## config.mk

```make
export PLATFORM = sky130hd
export DESIGN_NAME = ws2812_serializer
export DESIGN_NICKNAME = d
export VERILOG_FILES = /design/src/rtl/ws2812_serializer.sv
export SDC_FILE = /design/constraint.sdc
export NUM_CORES = 1
export LEC_CHECK = 0
export CORE_ASPECT_RATIO = 0.75
export CORE_MARGIN = 10
export CORE_UTILIZATION = 47
export CTS_CLUSTER_SIZE = 40
export DETAILED_ROUTE_END_ITERATION = 8
export MAX_ROUTING_LAYER = met4
export PLACE_DENSITY = 0.68
export RECOVER_POWER = 25
export SLEW_MARGIN = 10
export SYNTH_ARGS = -nofsm -noshare
export SYNTH_HDL_FRONTEND = slang
export SYNTH_SLANG_ARGS = --single-unit
```

## constraint.sdc

```tcl
create_clock -name clk -period 4.27 [get_ports clk]
set_input_delay 0.854 -clock clk [delete_from_list [all_inputs] [get_ports clk]]
set_output_delay 0.854 -clock clk [all_outputs]
set_load 0.005 [all_outputs]
```

## src/rtl/ws2812_serializer.sv

```systemverilog
// WS2812B single-wire NRZ serializer: one 24-bit GRB pixel per transmit strobe, plus the latch gap.
// Optional build macro WS2812_DIM_EN: each channel is right-shifted by DIM_SHIFT at capture.
`timescale 1ns/1ps
module ws2812_serializer #(
  parameter int BIT_CYCLES   = 15,
  parameter int T0H_CYCLES   = 4,
  parameter int T1H_CYCLES   = 8,
  parameter int RESET_CYCLES = 600,
  parameter int DIM_SHIFT    = 2
) (
  input  logic       clk,
  input  logic       rst_n,
  input  logic [7:0] red_data,
  input  logic [7:0] green_data,
  input  logic [7:0] blue_data,
  input  logic       load_sreg,
  input  logic       transmit_pixel,
  input  logic       latch,
  output logic       busy,
  output logic       pixel_done,
  output logic       latch_done,
  output logic       dout
);

  localparam int CNT_MAX = (BIT_CYCLES > RESET_CYCLES) ? BIT_CYCLES : RESET_CYCLES;
  localparam int CNT_W   = $clog2(CNT_MAX);

  generate
    if (!((T0H_CYCLES < T1H_CYCLES) && (T1H_CYCLES < BIT_CYCLES)) || (DIM_SHIFT > 7)) begin : g_param_check
      $fatal(1, "ws2812_serializer: need T0H_CYCLES < T1H_CYCLES < BIT_CYCLES and DIM_SHIFT <= 7");
    end
  endgenerate

  typedef enum logic [1:0] {IDLE, SEND, LATCH} state_t;

  state_t             state, state_next;
  logic [23:0]        sreg, sreg_next;
  logic [4:0]         bit_cnt, bit_next;
  logic [CNT_W-1:0]   cyc_cnt, cyc_next;
  logic               dout_next;
  logic [7:0]         green_cap, red_cap, blue_cap;
  logic               last_cyc, pixel_end, latch_end, accept;
  logic [CNT_W-1:0]   high_cycles;

`ifdef WS2812_DIM_EN
  assign green_cap = green_data >> DIM_SHIFT;
  assign red_cap   = red_data   >> DIM_SHIFT;
  assign blue_cap  = blue_data  >> DIM_SHIFT;
`else
  assign green_cap = green_data;
  assign red_cap   = red_data;
  assign blue_cap  = blue_data;
`endif

  // The final cycle of a pixel or of the latch gap behaves like IDLE so frames can run back-to-back.
  assign last_cyc  = (cyc_cnt == CNT_W'(BIT_CYCLES - 1));
  assign pixel_end = (state == SEND) && last_cyc && (bit_cnt == 5'd23);
  assign latch_end = (state == LATCH) && (cyc_cnt == CNT_W'(RESET_CYCLES - 1));
  assign accept    = (state == IDLE) || pixel_end || latch_end;

  always_ff @(posedge clk or negedge rst_n) begin
    if (!rst_n) begin
      state   <= IDLE;
      sreg    <= '0;
      bit_cnt <= '0;
      cyc_cnt <= '0;
      dout    <= 1'b0;
    end else begin
      state   <= state_next;
      sreg    <= sreg_next;
      bit_cnt <= bit_next;
      cyc_cnt <= cyc_next;
      dout    <= dout_next;
    end
  end

  always_comb begin
    state_next = state;
    sreg_next  = sreg;
    bit_next   = bit_cnt;
    cyc_next   = cyc_cnt;
    case (state)
      SEND: begin
        if (last_cyc) begin
          cyc_next  = '0;
          sreg_next = {sreg[22:0], 1'b0};
          bit_next  = pixel_end ? 5'd0 : bit_cnt + 5'd1;
        end else begin
          cyc_next = cyc_cnt + 1'b1;
        end
        if (pixel_end) begin
          state_next = IDLE;
        end
      end
      LATCH: begin
        if (latch_end) begin
          cyc_next   = '0;
          state_next = IDLE;
        end else begin
          cyc_next = cyc_cnt + 1'b1;
        end
      end
      default: ;
    endcase
    // Capture precedes transmit so a combined strobe sends the freshly loaded pixel.
    if (accept) begin
      if (load_sreg) begin
        sreg_next = {green_cap, red_cap, blue_cap};
      end
      if (transmit_pixel) begin
        state_next = SEND;
        bit_next   = '0;
        cyc_next   = '0;
      end else if (latch) begin
        state_next = LATCH;
        cyc_next   = '0;
      end
    end
  end

  always_comb begin
    high_cycles = sreg[23] ? CNT_W'(T1H_CYCLES) : CNT_W'(T0H_CYCLES);
    dout_next   = (state == SEND) && (cyc_cnt < high_cycles);
    busy        = (state != IDLE);
    pixel_done  = pixel_end;
    latch_done  = latch_end;
  end

endmodule
```

==> key figures <==
Run status
  – Outcome: complete, but fails checks
  – Failing checks: capacitance limit, slew limit

Global route
  – Total track usage: 12.0%
  – Vias in the first global route: 1612
  – Initial antenna violation count: 0
  – Largest net degree at the start of global routing: 43
  – Global route overflow: 0
  – First-pass GRT wire length: 7800 microns

Final layout
  – Share of layout cells above drive strength 1: 28.2%
  – Final Instance Area: 2840 sq um
  – Area Growth Syn to Fin: 18.5%
  – Ant. Diodes: 0
  – Cell Count, Final, Fillers Out: 287
  – Nets: 262

Place
  – Placed inst area: 2740 sq um
  – Port Buf Inserts: 32
  – Placed cells: 279
  – GP Congestion: 0.847
  – Post-DP HPWL: 3330 microns
  – Setup WS pre-CTS: 1.39 ns

Flow run
  – Max-cap violations: 1

Timing
  – Setup WS post-layout: 1.08 ns
  – Setup Skew: 0.00895 ns
  – Fmax: 313 MHz
  – Unrepaired setup endpoints after global routing: no
  – Slew Viols, Final: 43
  – Setup-failing EPs final: 0
  – Fin crit period: 3.19 ns
  – Fin. Hold Viols: 0
  – Tcrit/Tclk final: 74.8%
  – Actual slew at the worst max-slew pin: 2.26 ns
  – Slew headroom: -50.8%
  – Sum Neg Setup Slack: 0 ns

Die
  – Die Y: 81.8 microns
  – DIE WIDTH: 102 microns
  – Starting Density: 48.9%
  – Io pins: 33
  – Row cnt: 22
  – Core ar.: 4900 sq um
  – Die area: 8380 sq um

Worst setup path
  – Startpoint Class: flop
  – Crit path kind: reg2out
  – Required time worst endpoint: 3.42 ns
  – Worst-path cell with the longest stage delay: clkdlybuf4s50_1
  – Worst Path Max Fanout: 7
  – Critical Path Max Stage Delay: 0.58 ns
  – Worst path cell trace: nor3_1 > and4_1 > clkdlybuf4s50_1
  – CP Capture Type: primary output
  – Critical Path AT: 2.34 ns

Yosys
  – Average size of a mapped cell: 12.3 sq um
  – YS warnings: 0
  – Most common flop cell mapped by yosys: dfrtp_1
  – Netlist cell types: 39
  – Synth Net Count: 230
  – Yosys reg bits: 42
  – Ys async rst share: 100%
  – Commonest cells post-synth: dfrtp_1, mux2_2, mux2_4
  – Top post-synthesis cells by area: dfrtp_1, mux2_2, mux2_4, ha_1, nor3_1
  – Synthesized instance count: 194
  – Sequential fraction of the synthesis area: 43.9%
  – Post-synth EDFFs: 0
  – Top-count cell post-synth: dfrtp_1
  – Yosys top cell by area: dfrtp_1
  – Yosys top cell area share: 43.9%
  – Cell Area, Synth: 2390 sq um

Pwr
  – Worst VDD drop: 0.000145 V
  – LEAKAGE: 1.32 nW
  – Pwr Density: 246 nW/um^2

Clock network
  – CTS Buf Count: 5
  – Hold Buf Count CTS: 0
  – Skew-Pair Late Insertion Delay: 0.29 ns
  – CTS Buffer Depth: 2
  – Clk root buf: clkbuf_8
  – TritonCTS clock tree: yes
  – H-tree depth: 2
  – Clock sinks: 42
  – Setup Fix Bufs, Post-CTS: 0
  – Post-CTS Resized: 0
  – Clock slew at reported path FFs: 0.08 ns

Routing
  – Iter 0 DRT Violations: 81
  – Wire length per cell: 16.1 microns
  – DRC errors left: 0
  – Routed WL: 4620 microns
  – Post-route ant nets: 0
  – Drt first pass iters: 4
  – DR vias/cell: 5.54
  – Via count: 1591

Hold path
  – Worst Hold Class: reg2reg
registers in the layout, summed over array words and instances (netlist names):
signal   flops
bit_cnt      5
cyc_cnt     10
dout         1
sreg        24
state        2
per-layer routing:
layer  vias to the layer above  global-route usage (%)  routed length (microns)
met1                       779                    16.4                     2250
met4                         0                    4.21                       42
met5                         -                       -                        0
met2                        35                    17.0                     2120
met3                         5                    3.02                      202
li1                        772                       -                        -
worst max-delay path: cells and delay by family (launching register included):
| kind | cells | cell delay (ns) |
|---|---|---|
| flip-flops | 1 | 0.43 |
| AND/OR/NAND/NOR | 2 | 1.05 |
| buffers and inverters | 1 | 0.58 |
path summary, 6_finish.rpt:
| check | startpoint | endpoint | slack, ns | depth (start not counted) |
|---|---|---|---|---|
| max | cyc_cnt[7] | pixel_done | 1.08 | 3 |
| min | bit_cnt[1] | bit_cnt[1] | 0.56 | 2 |
| max reg2reg | cyc_cnt[0] | sreg[1] | 1.89 | 7 |
| min reg2reg | bit_cnt[1] | bit_cnt[1] | 0.56 | 2 |
| max in group asynchronous | rst_n | bit_cnt[0] | 1.75 | 1 |
| min in group asynchronous | rst_n | cyc_cnt[4] | 1.22 | 1 |
layout make-up:
| class | instances | area (sq um) |
|---|---|---|
| Fill cell | 417 | 2060 |
| Tap cell | 60 | 75.1 |
| Multi-Input combinational cell | 134 | 1250 |
| Clock buffer | 6 | 82.6 |
| Sequential cell | 42 | 1050 |
| Inverter | 9 | 33.8 |
| Clock inverter | 2 | 12.5 |
| Timing Repair Buffer | 34 | 329 |
power breakdown:
part	switching [mW]	internal, mW
clock network	0.137	0.130
registers	0	0.397
logic	0.0119	0.0223
total	0.149	0.550
cell usage in the layout (no fill, tap or decap), types with 4 or more instances in the layout:
cell	netlist	final
xor2_1	4	4
mux2_2	27	27
nor2_1	4	4
nor3_1	15	15
ha_1	7	7
mux2_4	20	20
clkbuf_8	0	6
nand4_1	7	7
nand2_1	10	10
dfrtp_1	42	42
clkdlybuf4s50_1	0	31
xnor2_1	8	8
inv_1	9	9
through the flow:
| stage | util, % | hold slack [ns] | power, mW |
|---|---|---|---|
| 5_1_grt | 57.9 | 0.599 | 0.733 |
| 2_1_floorplan | - | 0.515 | 0.406 |
| 3_5_place_dp | 56.0 | 0.553 | 0.440 |
| 4_1_cts | 57.9 | 0.564 | 0.709 |
| 3_3_place_gp | 56.0 | 0.538 | 0.441 |
| 6_report | 57.9 | 0.557 | 0.699 |
logic make-up (layout without fill, tap and decap cells):
logic type | Yosys count | in the layout | share of synthesized area (%)
XOR/XNOR | 12 | 12 | 4.39
flip-flops | 42 | 42 | 43.9
AND/OR/NAND/NOR | 52 | 52 | 13.3
multiplexers | 47 | 47 | 25.2
adder cells (fa/ha/maj) | 7 | 7 | 3.66
AO/OA/AOI/OAI | 16 | 16 | 5.75
buffers and inverters | 18 | 51 | 3.76
Power figures use the tool's default switching activity.
